## src/rtl/serial_adder_pkg.sv

```systemverilog
// Shared definitions for the bit-serial adder controller.
package serial_adder_pkg;

    localparam int unsigned WIDTH_DEFAULT = 8;

    typedef enum logic [1:0] {
        IDLE = 2'b00,
        ADD  = 2'b01,
        DONE = 2'b10
    } state_t;

endpackage

```

## src/rtl/full_adder_mux.sv

```systemverilog
// One-bit full adder built from 2:1 mux selections on the propagate term.
module full_adder_mux (
    input  logic a,
    input  logic b,
    input  logic cin,
    output logic s,
    output logic cout
);

    logic p;

    assign p    = a ^ b;
    assign s    = p ? ~cin : cin;
    assign cout = p ? cin : a;

endmodule

```

## src/rtl/serial_adder_ctrl.sv

```systemverilog
// Bit-serial adder: one bit pair per cycle, LSB first, carry held in a flop.
module serial_adder_ctrl
    import serial_adder_pkg::*;
#(
    parameter int unsigned WIDTH = WIDTH_DEFAULT
) (
    input  logic             clk,
    input  logic             rst,
    input  logic             start,
    input  logic [WIDTH-1:0] a,
    input  logic [WIDTH-1:0] b,
    input  logic             cin,
    output logic             busy,
    output logic             done,
    output logic [WIDTH-1:0] sum,
    output logic             cout
);

    localparam int unsigned CW = $clog2(WIDTH);

    state_t           state;
    state_t           state_nx;
    logic [WIDTH-1:0] a_q;
    logic [WIDTH-1:0] b_q;
    logic [CW-1:0]    cnt;
    logic             carry_q;
    logic             fa_s;
    logic             fa_c;
    logic             last_bit;

    assign last_bit = (cnt == CW'(WIDTH - 1));
    assign cout     = carry_q;

    full_adder_mux u_slice (
        .a    (a_q[0]),
        .b    (b_q[0]),
        .cin  (carry_q),
        .s    (fa_s),
        .cout (fa_c)
    );

    // State register
    always_ff @(posedge clk) begin
        if (rst) state <= IDLE;
        else     state <= state_nx;
    end

    // Next-state logic
    always_comb begin
        state_nx = state;
        unique case (state)
            IDLE:    if (start) state_nx = ADD;
            ADD:     if (last_bit) state_nx = DONE;
            DONE:    state_nx = IDLE;
            default: state_nx = IDLE;
        endcase
    end

    // Datapath and registered status outputs
    always_ff @(posedge clk) begin
        if (rst) begin
            a_q     <= '0;
            b_q     <= '0;
            sum     <= '0;
            carry_q <= 1'b0;
            cnt     <= '0;
            busy    <= 1'b0;
            done    <= 1'b0;
        end else begin
            busy <= (state_nx != IDLE);
            done <= (state_nx == DONE);
            unique case (state)
                IDLE: begin
                    if (start) begin
                        a_q     <= a;
                        b_q     <= b;
                        carry_q <= cin;
                        cnt     <= '0;
                    end
                end
                ADD: begin
                    a_q     <= a_q >> 1;
                    b_q     <= b_q >> 1;
                    sum     <= {fa_s, sum[WIDTH-1:1]};
                    carry_q <= fa_c;
                    if (!last_bit) cnt <= cnt + CW'(1);
                end
                default: ;
            endcase
        end
    end

endmodule

```

## config.mk

```make
export PLATFORM = sky130hd
export DESIGN_NAME = serial_adder_ctrl
export DESIGN_NICKNAME = d
export VERILOG_FILES = /design/src/rtl/serial_adder_pkg.sv /design/src/rtl/full_adder_mux.sv /design/src/rtl/serial_adder_ctrl.sv
export SDC_FILE = /design/constraint.sdc
export NUM_CORES = 1
export LEC_CHECK = 0
export CAP_MARGIN = 20
export CORE_MARGIN = 2
export CORE_UTILIZATION = 33
export CTS_CLUSTER_SIZE = 8
export DETAILED_ROUTE_END_ITERATION = 7
export GPL_TIMING_DRIVEN = 0
export SLEW_MARGIN = 20
export SYNTH_ARGS = -nofsm -noshare
export SYNTH_HDL_FRONTEND = slang
export SYNTH_SLANG_ARGS = --single-unit
```

## constraint.sdc

```tcl
create_clock -name clk -period 1.5 [get_ports clk]
set_input_delay 0.3 -clock clk [delete_from_list [all_inputs] [get_ports clk]]
set_output_delay 0.3 -clock clk [all_outputs]
set_load 0.05 [all_outputs]
```

# After elaboration in Yosys (flattened, before gate mapping)
# Index checks and enable logic that the tools add are counted.
[totals] register_bits=32 output_inout_bits=11 wordCells=37
[classes] eq_ne=6 n_reduce_logical=6 muxes=14 n_bitwise=2 n_addsub=1
[ops] cell="$pmux W8 S2" count=2
[ops] cell="$mux W8" count=2
[ops] cell="$mux W3" count=2
[ops] cell="$ne A2 B2 Y1 const B" count=3
[ops] cell="$pmux W3 S2" count=1
[ops] cell="$reduce_and A3 Y1" count=2
[ops] cell="$mux W2" count=2
[ops] cell="$pmux W2 S2" count=1
[ops] cell="$reduce_bool A2 Y1" count=2
[ops] cell="$add A3 B1 Y3 const B" count=1
[ops] cell="$eq A3 B3 Y1 const B" count=1
[ops] cell="$mux W1" count=3
[ops] cell="$eq A2 B1 Y1 const B" count=1
[ops] cell="$eq A2 B2 Y1 const B" count=1
[ops] cell="$logic_not A2 Y1" count=1
[ops] cell="$pmux W1 S2" count=1
[ops] cell="$reduce_and A2 Y1" count=1
[ops] cell="$not A1 Y1" count=1
[ops] cell="$xor A1 B1 Y1" count=1

# Logic depth before layout (Yosys ltp)
# Gate-level depths: netlist (run 1).
[depth] word_depth=4 mapped_depth=6 ltp_nobuf=5

# Modules after synthesis
# Synthesis (run 1) repeated with hierarchy kept, for this count alone.
[hier_totals] cells_unflattened=155 hier_area_um2=1417.6
[by_module_without_submodules] mod="serial_adder_ctrl" seq_area_each_um2=640.6 cells_per_inst=153 area_each_um2=1383.8 instances=1
[by_module_without_submodules] mod="full_adder_mux" seq_area_each_um2=0.0 cells_per_inst=2 area_each_um2=33.8 instances=1

# Worst setup path after synthesis (run 1)
# Ideal clock, no wire load.
[synth_timing] path_kind="register to register" start="register cnt[0]" end="register cnt[1]" arrival_time_ns=1.275 path_stages_with_launch=6 required_ns=1.368 setup_time_ns=0.132 slack_ns=0.092 path_cell_list="dfxtp_1 ha_1 ha_1 nor3b_1 nand3b_1 a21oi_1"
[synth_between] elab_chain_len=3 word_cells_on_any_way=6
[synth_rtl] item="start, declared" line_no="serial_adder_ctrl.sv:25" text="logic [CW-1:0] cnt;"
[synth_rtl] item="start signal, assigned" line_no="serial_adder_ctrl.sv:86" text="if (!last_bit) cnt <= cnt + CW'(1);"
[synth_rtl] item="$add A3 B1 Y3 or $eq A3 B3 Y1 (tied branches)" line_no="serial_adder_ctrl.sv:86, serial_adder_ctrl.sv:31"
[synth_rtl] item="$mux W3 or $ne A2 B2 Y1 (tied branches)"
[synth_rtl] item="$pmux W3 S2 or $reduce_and A3 Y1 (tied branches)"
# Several ways; a longest one is shown, not always the timed one. The select of a mux whose other input is x is not followed.
# A chain may end at the register's enable or synchronous reset.

# Worst setup path in the final report (run 1)
[layout_timing] start="register sum[6]" end="output port sum[6]"
[layout_lines] item="start, declared" line_no="serial_adder_ctrl.sv:15" text="output logic [WIDTH-1:0] sum,"
[layout_lines] item="start signal, assigned" line_no="serial_adder_ctrl.sv:84" text="sum <= {fa_s, sum[WIDTH-1:1]};"
# No word-level cell between the ends.

==> metrics.md, run 1 <==
| Metric | Value |
|---|---|
| Outcome | `finished, final reports clean` |
| Synth area leader | `dfxtp_1` |
| Achievable Freq | `684 MHz` |
| Hold Fails Final Rpt | `0` |
| Cells after synthesis | `155` |
| Commonest cells in the netlist | `nand2_1, dfxtp_1, a21oi_1` |
| Die height | `68.4 um` |
| CTS tree | `built` |
| DIE WIDTH | `68.4 um` |
| Worst Path Required | `1200 ps` |
| Critical Path Source Type | `flip-flop` |
| Post-synth cell types | `23` |
| Final setup viols | `0` |
| Final period utilization | `97.5%` |
| CP delay by family, top | `buffers and inverters` |
| Cell Pwr Density | `1000 nW/um^2` |
| CP Data Arrival Time | `1160 ps` |
| CP Buf/Inv Count | `1` |
| Number of clock sinks | `32` |
| DP Area | `1730 sq um` |
| Ant. Diodes | `0` |
| CORE AREA | `4000 sq um` |
| Critical path's slowest cell | `dlygate4sd2_1` |
| Vias in the first global route | `1188` |
| Max-slew headroom | `66.6%` |
| Worst clock skew | `4.00 ps` |
| Share of layout cells above drive strength 1 | `10.5%` |
| Final ANT Viol Nets | `0` |
| Yosys warns | `0` |
| Layout Cells excl Fill | `240` |
| Register area share after synthesis | `46.8%` |
| Synth area leaders | `dfxtp_1, nand2_1, a21oi_1` |
| Worst min-delay path class | `flip-flop to flip-flop` |
| Max Root-Sink Buffers | `2` |
| Layout Nets | `214` |
| Residual DRC count | `0` |
| DP Wirelength | `2330 um` |
| Syn-to-layout area delta | `32.1%` |
| DR vias/cell | `4.99` |
| Top FF cell, synth | `dfxtp_1` |
| Post-CTS repair timing setup buffer count | `0` |
| First-pass GRT wire length | `5260 um` |
| First-pass detailed-route iteration total | `4` |
| GRT Util Overall | `15.5%` |
| Avg WL per Cell | `12.9 um` |
| Initial antenna violation count | `0` |
| Number of buffers created by CTS | `5` |
| CP endpoint kind | `output port` |
| IO buf count | `30` |
| Ports | `31` |
| Post-synth EDFFs | `0` |
| Finished Cell Area | `1810 sq um` |
| Die area | `4680 sq um` |
| Fin. max-slew vios | `0` |
| Max-Cap Viols | `0` |
| Placed Cells | `235` |
| Leak | `0.710 nW` |
| Fill cell count | `400` |
| CP Class | `flip-flop to output port` |
| Initial Util | `34.3%` |
| Reg clk slew, reported paths | `60 ps` |
| Synth top area share | `46.8%` |
| CP max FO | `3` |
| Most common cell in the netlist | `nand2_1` |
| Routability cong. | `0.727` |
| Cell Chain, Critical Path | `dlygate4sd2_1` |
| Syn Std Cell Area | `1370 sq um` |
| Via count | `1198` |
| Row Count | `23` |
| Post-Syn Area per Cell | `8.84 sq um` |
| Root buffer cell | `clkbuf_8` |
| RSZ-0062 raised after global routing | `no` |
| VDD IR max | `0.000525 V` |
| Actual slew at the worst max-slew pin | `503 ps` |
| Tot Pwr | `1.82 mW` |
| Async set-or-reset flop fraction in the synthesized netlist | `0%` |
| Synth Net Count | `177` |
| Total Wirelength | `3100 um` |
| Worst path max stage delay | `550 ps` |
| Largest net degree at the start of global routing | `11` |
| Synth Register Bits | `32` |
| Final min period | `1460 ps` |
| Worst-Skew Late Latency | `280 ps` |
| Gr ovfl total | `0` |
| DRT iter0 DRCs | `17` |
| Htree depth | `2` |
[power breakdown]
| group | total (mW) | internal [mW] | switching, mW |
|---|---|---|---|
| Sequential | 0.931 | 0.900 | 0.0303 |
| Clock | 0.575 | 0.298 | 0.277 |
| Combinational | 0.312 | 0.152 | 0.160 |
| Total | 1.82 | 1.35 | 0.467 |
[cells by family (layout without fill, tap and decap cells)]
logic type,count (synthesis),count (layout),synth area share [%]
AOI/OAI and AO/OA,47,47,22.7
and+or+nand+nor,61,61,19.7
xor gates and xnor gates,1,1,1.73
DFF,32,32,46.8
adders and majority gates,2,2,1.83
buffers and inverters,12,47,7.21
[stage by stage]
stage                     hold WS (ps)  worst slack [ps]  utilization [%]  setup TNS [ps]
after floorplan                    368              92.4                -               0
after global placement             442              -154             43.3           -1840
after detailed placement           457              -187             43.3           -2600
after CTS                          463              10.5             44.9               0
after global routing               474              4.49             45.3               0
final                              458              37.2             45.3               0
[layout by cell type (no fill, tap or decap), types with 2 or more instances in the layout]
cell,synthesis,routed
o22ai_1,2,2
a211oi_1,15,15
dlygate4sd2_1,0,5
buf_6,4,4
clkdlybuf4s15_1,0,5
clkdlybuf4s50_1,0,19
buf_4,3,3
a21oi_1,24,24
nand2_1,33,33
a22oi_1,2,2
nand3b_1,3,3
clkbuf_1,3,3
nand2b_1,2,2
clkbuf_8,0,5
nor2_1,17,17
dfxtp_1,32,32
nor3b_1,4,3
[registers in the layout, indices dropped and copies added (netlist names)]
register	count
a_q	8
b_q	8
busy	1
cnt	3
cout	1
done	1
state	2
sum	8
[layout make-up]
type | count | area (sq um) | area share (%)
Timing Repair Buffer | 30 | 295 | 16.3
Tap cell | 50 | 62.6 | 3.46
Multi-Input combinational cell | 111 | 644 | 35.6
Buffer | 12 | 98.8 | 5.46
Clock buffer | 5 | 68.8 | 3.80
Sequential cell | 32 | 641 | 35.4
[routing by layer]
| metal | vias up | GRT usage, % | part of all wire [%] |
|---|---|---|---|
| met3 | 4 | 5.92 | 3.7 |
| li1 | 607 | - | - |
| met4 | 0 | 5.25 | 1.2 |
| met5 | - | 0 | 0 |
| met2 | 20 | 26.3 | 51 |
| met1 | 567 | 17.8 | 44 |
[worst paths after layout]
path,start,to,slack (ps),depth (start not counted)
min,sum[0],sum[0],460,2
max reg2reg,cnt[0],cnt[0],120,5
max,sum[6],sum[6],40,1
min reg2reg,sum[0],sum[0],460,2
[repair_timing]
| action | 4_1_cts | 5_1_grt |
|---|---|---|
| pin swaps | 0 | 1 |
| gates resized for setup | 14 | 7 |
| setup endpoints to repair | 14 | 8 |
| hold buffers | 0 | 0 |
| hold endpoints to repair | 0 | 0 |
No activity file was read; power rests on OpenSTA's default activity.
==> run 2: changes to the inputs <==
SKIP_CTS_REPAIR_TIMING = 1   (was not set)
==> run 2 against run 1 <==
Final cell count unchanged. Utilization rose by 0.63 points. Critical path depth increased by 5. Sequential power about the same. Total power grew 0.17%. Non-clock buffer count is the same. Maximum frequency up 3.4%. Clock power about the same. Sequential share of layout area decreased by 0.48 points. Register-to-register slack about the same. Critical path type is now input port to flip-flop. Critical endpoint is now b_q[2]. Largest power group unchanged.
==> metrics.md, run 2 (same netlist as run 1, synthesis figures left out) <==
| Metric | Value |
|---|---|
| DIE WIDTH | `68.4 um` |
| Hold slack | `460 ps` |
| Number of clock sinks | `32` |
| Cell Chain, Critical Path | `clkdlybuf4s50_1 -> o21ba_1 -> buf_6 -> buf_8 -> nor2_1 -> a211oi_1` |
| DP Area | `1730 sq um` |
| Routability cong. | `0.727` |
| Achievable Freq | `707 MHz` |
| Final ANT Viol Nets | `0` |
| Logic pwr share | `17.2%` |
| Worst min-delay path class | `flip-flop to flip-flop` |
| P_int | `1.35 mW` |
| Final setup viols | `0` |
| Seq pwr share | `51.1%` |
| CORE AREA | `4000 sq um` |
| Hold Fails Final Rpt | `0` |
| Final min period | `1420 ps` |
| Largest net degree at the start of global routing | `11` |
| CP endpoint kind | `flip-flop` |
| GRT Util Overall | `15.5%` |
| RSZ-0062 raised after global routing | `no` |
| Total Wirelength | `3100 um` |
| CP Class | `input port to flip-flop` |
| Number of buffers created by CTS | `5` |
| Switching Fraction | `25.8%` |
| Commonest non-fill, non-tap cell in the layout | `nand2_1` |
| Htree depth | `2` |
| Row Count | `23` |
| DR vias/cell | `4.98` |
| Layout Nets | `214` |
| Leak | `0.862 nW` |
| First-pass detailed-route iteration total | `4` |
| Worst-Skew Late Latency | `280 ps` |
| Ports | `31` |
| Max Root-Sink Buffers | `2` |
| Actual slew at the worst max-slew pin | `516 ps` |
| DRT iter0 DRCs | `25` |
| Worst clock skew | `3.41 ps` |
| CTS tree | `built` |
| CP Data Arrival Time | `1590 ps` |
| Fin. max-slew vios | `0` |
| Finished Cell Area | `1840 sq um` |
| Reg clk slew, reported paths | `60 ps` |
| Layout Cells excl Fill | `240` |
| Share of layout cells above drive strength 1 | `10.5%` |
| Placed Cells | `235` |
| Die height | `68.4 um` |
| Top Registers | `a_q (8), b_q (8), sum (8)` |
| Critical Path Source Type | `input port` |
| Worst path max stage delay | `580 ps` |
| Reg2reg start | `cnt[0]` |
| Worst Path Required | `1680 ps` |
| Critical path's slowest cell | `clkdlybuf4s50_1` |
| First-pass GRT wire length | `5230 um` |
| Tot Pwr | `1.82 mW` |
| Residual DRC count | `0` |
| Clock share of power | `31.7%` |
| CP Buf/Inv Count | `3` |
| Critical hold path startpoint | `sum[0]` |
| CP max FO | `10` |
| Outcome | `finished, final reports clean` |
| Avg WL per Cell | `12.9 um` |
| Final period utilization | `94.4%` |
| Initial Util | `34.3%` |
| Max-slew headroom | `65.5%` |
| Most frequent cells in the layout | `nand2_1, dfxtp_1, a21oi_1, clkdlybuf4s50_1, nor2_1` |
| Max-Cap Viols | `0` |
| Worst Setup SP | `start` |
| VDD IR max | `0.000521 V` |
| IO buf count | `30` |
| Vias in the first global route | `1184` |
| Setup TNS | `0 ps` |
| CP delay by family, top | `buffers and inverters` |
| Via count | `1194` |
| Syn-to-layout area delta | `34.0%` |
| Initial antenna violation count | `0` |
| DP Wirelength | `2330 um` |
| Ant. Diodes | `0` |
| Gr ovfl total | `0` |
| Cell Pwr Density | `992 nW/um^2` |
| Die area | `4680 sq um` |
| P_sw | `0.469 mW` |
| Root buffer cell | `clkbuf_8` |
| Fill cell count | `398` |
[run 2: per-stage QoR]
step,setup WS (ps),util [%]
after floorplan,92.4,-
after global placement,-154,43.3
after detailed placement,-187,43.3
after CTS,-341,45.0
after global routing,8.19,45.9
final,84.7,45.9
[run 2: power groups by stage]
stage | sequential, mW | combinational [mW] | clock [mW]
after global routing | 0.936 | 0.349 | 0.626
after floorplan | 0.971 | 0.178 | 0
final | 0.931 | 0.313 | 0.577
after CTS | 0.931 | 0.318 | 0.589
after global placement | 0.947 | 0.308 | 0
after detailed placement | 0.949 | 0.317 | 0
[run 2: final cells by class]
| class | instances | area, sq um | share of cell area [%] |
|---|---|---|---|
| flip-flops and latches | 32 | 641 | 34.9 |
| repair buffers | 30 | 320 | 17.5 |
| clock buffers | 5 | 68.8 | 3.75 |
| plain buffers | 12 | 98.8 | 5.39 |
| multi-input cells | 111 | 644 | 35.1 |
| well taps | 50 | 62.6 | 3.41 |
[run 2: metal layers]
metal	global-route usage (%)	routed length [um]	vias up	share of wire (%)
li1	-	-	607	-
met1	17.7	1340	561	43
met2	26.2	1600	22	52
met3	5.92	130	4	4.2
met4	5.25	37	0	1.2
met5	0	0	-	0
[run 2: worst paths after layout]
path	endpoint	slack [ps]	depth (start not counted)
max	b_q[2]	80	6
min	sum[0]	460	2
max reg2reg	cnt[0]	120	5
min reg2reg	sum[0]	460	2
[run 2: worst reg2reg max path, cell delays in order (launching register included)]
cell and delay, ps:
dfxtp_1 330, ha_1 210, ha_2 210, nor3b_4 260, nand3b_1 150, a21oi_1 80
==> run 3: changes to the inputs <==
CORE_MARGIN = not set   (was 2)
==> run 3 against run 2 <==
Die area decreased by 5.8%. Sequential share of layout area shrank 0.54 points. Routed wire length up 1.3%.
==> metrics.md, run 3 (same netlist as run 1, synthesis figures left out) <==
| Metric | Value |
|---|---|
| Outcome | `finished, final reports clean` |
| Final Util | `46.6%` |
| Layout Cells excl Fill | `243` |
| Number of buffers created by CTS | `5` |
| Die area | `4410 sq um` |
| Commonest non-fill, non-tap cell in the layout | `nand2_1` |
| DR vias/cell | `4.93` |
| Worst Path Required | `1200 ps` |
| Max-Cap Viols | `0` |
| CP Buf/Inv Count | `1` |
| First-pass GRT wire length | `5310 um` |
| GRT Util Overall | `16.0%` |
| Row Count | `23` |
| CORE AREA | `4000 sq um` |
| Die height | `66.4 um` |
| Worst clock skew | `4.64 ps` |
| Critical path's slowest cell | `dlymetal6s2s_1` |
| VDD IR max | `0.000619 V` |
| CP Data Arrival Time | `1140 ps` |
| Root buffer cell | `clkbuf_8` |
| Worst path max stage delay | `450 ps` |
| Top Registers | `a_q (8), b_q (8), sum (8)` |
| RSZ-0062 raised after global routing | `no` |
| CTS tree | `built` |
| Routability cong. | `0.721` |
| Max Root-Sink Buffers | `2` |
| Ant. Diodes | `0` |
| CP max FO | `5` |
| Largest net degree at the start of global routing | `11` |
| Max-slew headroom | `65.8%` |
| Via count | `1198` |
| Number of clock sinks | `32` |
| Most frequent cells in the layout | `nand2_1, dfxtp_1, a21oi_1, clkdlybuf4s50_1, nor2_1` |
| Hold Fails Final Rpt | `0` |
| Actual slew at the worst max-slew pin | `512 ps` |
| First-pass detailed-route iteration total | `4` |
| Fill cell count | `388` |
| Initial Util | `34.3%` |
| Vias in the first global route | `1223` |
| CP endpoint kind | `output port` |
| Residual DRC count | `0` |
| CP delay by family, top | `buffers and inverters` |
| Cell Pwr Density | `1030 nW/um^2` |
| DP Wirelength | `2290 um` |
| Share of layout cells above drive strength 1 | `10.4%` |
| Gr ovfl total | `0` |
| IO buf count | `30` |
| Layout Nets | `214` |
| Worst-Skew Late Latency | `280 ps` |
| Placed Cells | `235` |
| Critical Path Source Type | `flip-flop` |
| DIE WIDTH | `66.4 um` |
| Final setup viols | `0` |
| Final ANT Viol Nets | `0` |
| CP Class | `flip-flop to output port` |
| DRT iter0 DRCs | `44` |
| Worst min-delay path class | `flip-flop to flip-flop` |
| Fin. max-slew vios | `0` |
| Total Wirelength | `3140 um` |
| Avg WL per Cell | `12.9 um` |
| Final period utilization | `95.8%` |
| Htree depth | `2` |
| Cell Chain, Critical Path | `dlymetal6s2s_1` |
| Reg clk slew, reported paths | `60 ps` |
| Achievable Freq | `696 MHz` |
| Syn-to-layout area delta | `36.1%` |
| Ports | `31` |
| Initial antenna violation count | `0` |
| Final min period | `1440 ps` |
| Leak | `0.885 nW` |
-- run 3: changes by cell type in the layout (fill, tap and decap cells not counted), sizes merged --
cell and change:
clkbuf +2, dlymetal6s2s +1
-- run 3: cell type report --
type / instances / area [sq um] / share of cell area (%)
plain buffers: 12 / 98.8 / 5.30
multi-input cells: 111 / 644 / 34.6
well taps: 50 / 62.6 / 3.36
repair buffers: 30 / 328 / 17.6
flip-flops and latches: 32 / 641 / 34.4
clock buffers: 8 / 90.1 / 4.83
-- run 3: layer usage --
metal  wire length [um]  vias up  GRT usage, %
met3                111        4          3.45
met2               1650       23          28.8
li1                   -      613             -
met5                  0        -             0
met1               1340      558          17.9
met4                 42        0          7.18
-- run 3: worst paths after layout --
check	slack (ps)	cells after the start	end	from
max reg2reg	150	5	cnt[2]	cnt[0]
min reg2reg	460	2	sum[0]	sum[0]
max	60	1	cout	cout
min	460	2	sum[0]	sum[0]
-- run 3: per-stage QoR --
stage               hold WS [ps]  area (sq um)  setup slack (ps)  power [mW]  setup TNS (ps)
floorplan                    368          1370              92.4        1.15               0
global placement             441          1730              -154        1.25           -1940
detailed placement           460          1730              -184        1.27           -2540
CTS                          469          1820              -336        1.94           -3040
global route                 490          1860              6.41        2.02               0
finish                       461          1860              63.7        1.92               0
-- run 3: power breakdown --
group	switching (mW)	internal, mW	leakage, nW
logic	0.161	0.156	0.576
clock network	0.300	0.374	0.0455
registers	0.0309	0.900	0.263
total	0.492	1.43	0.885
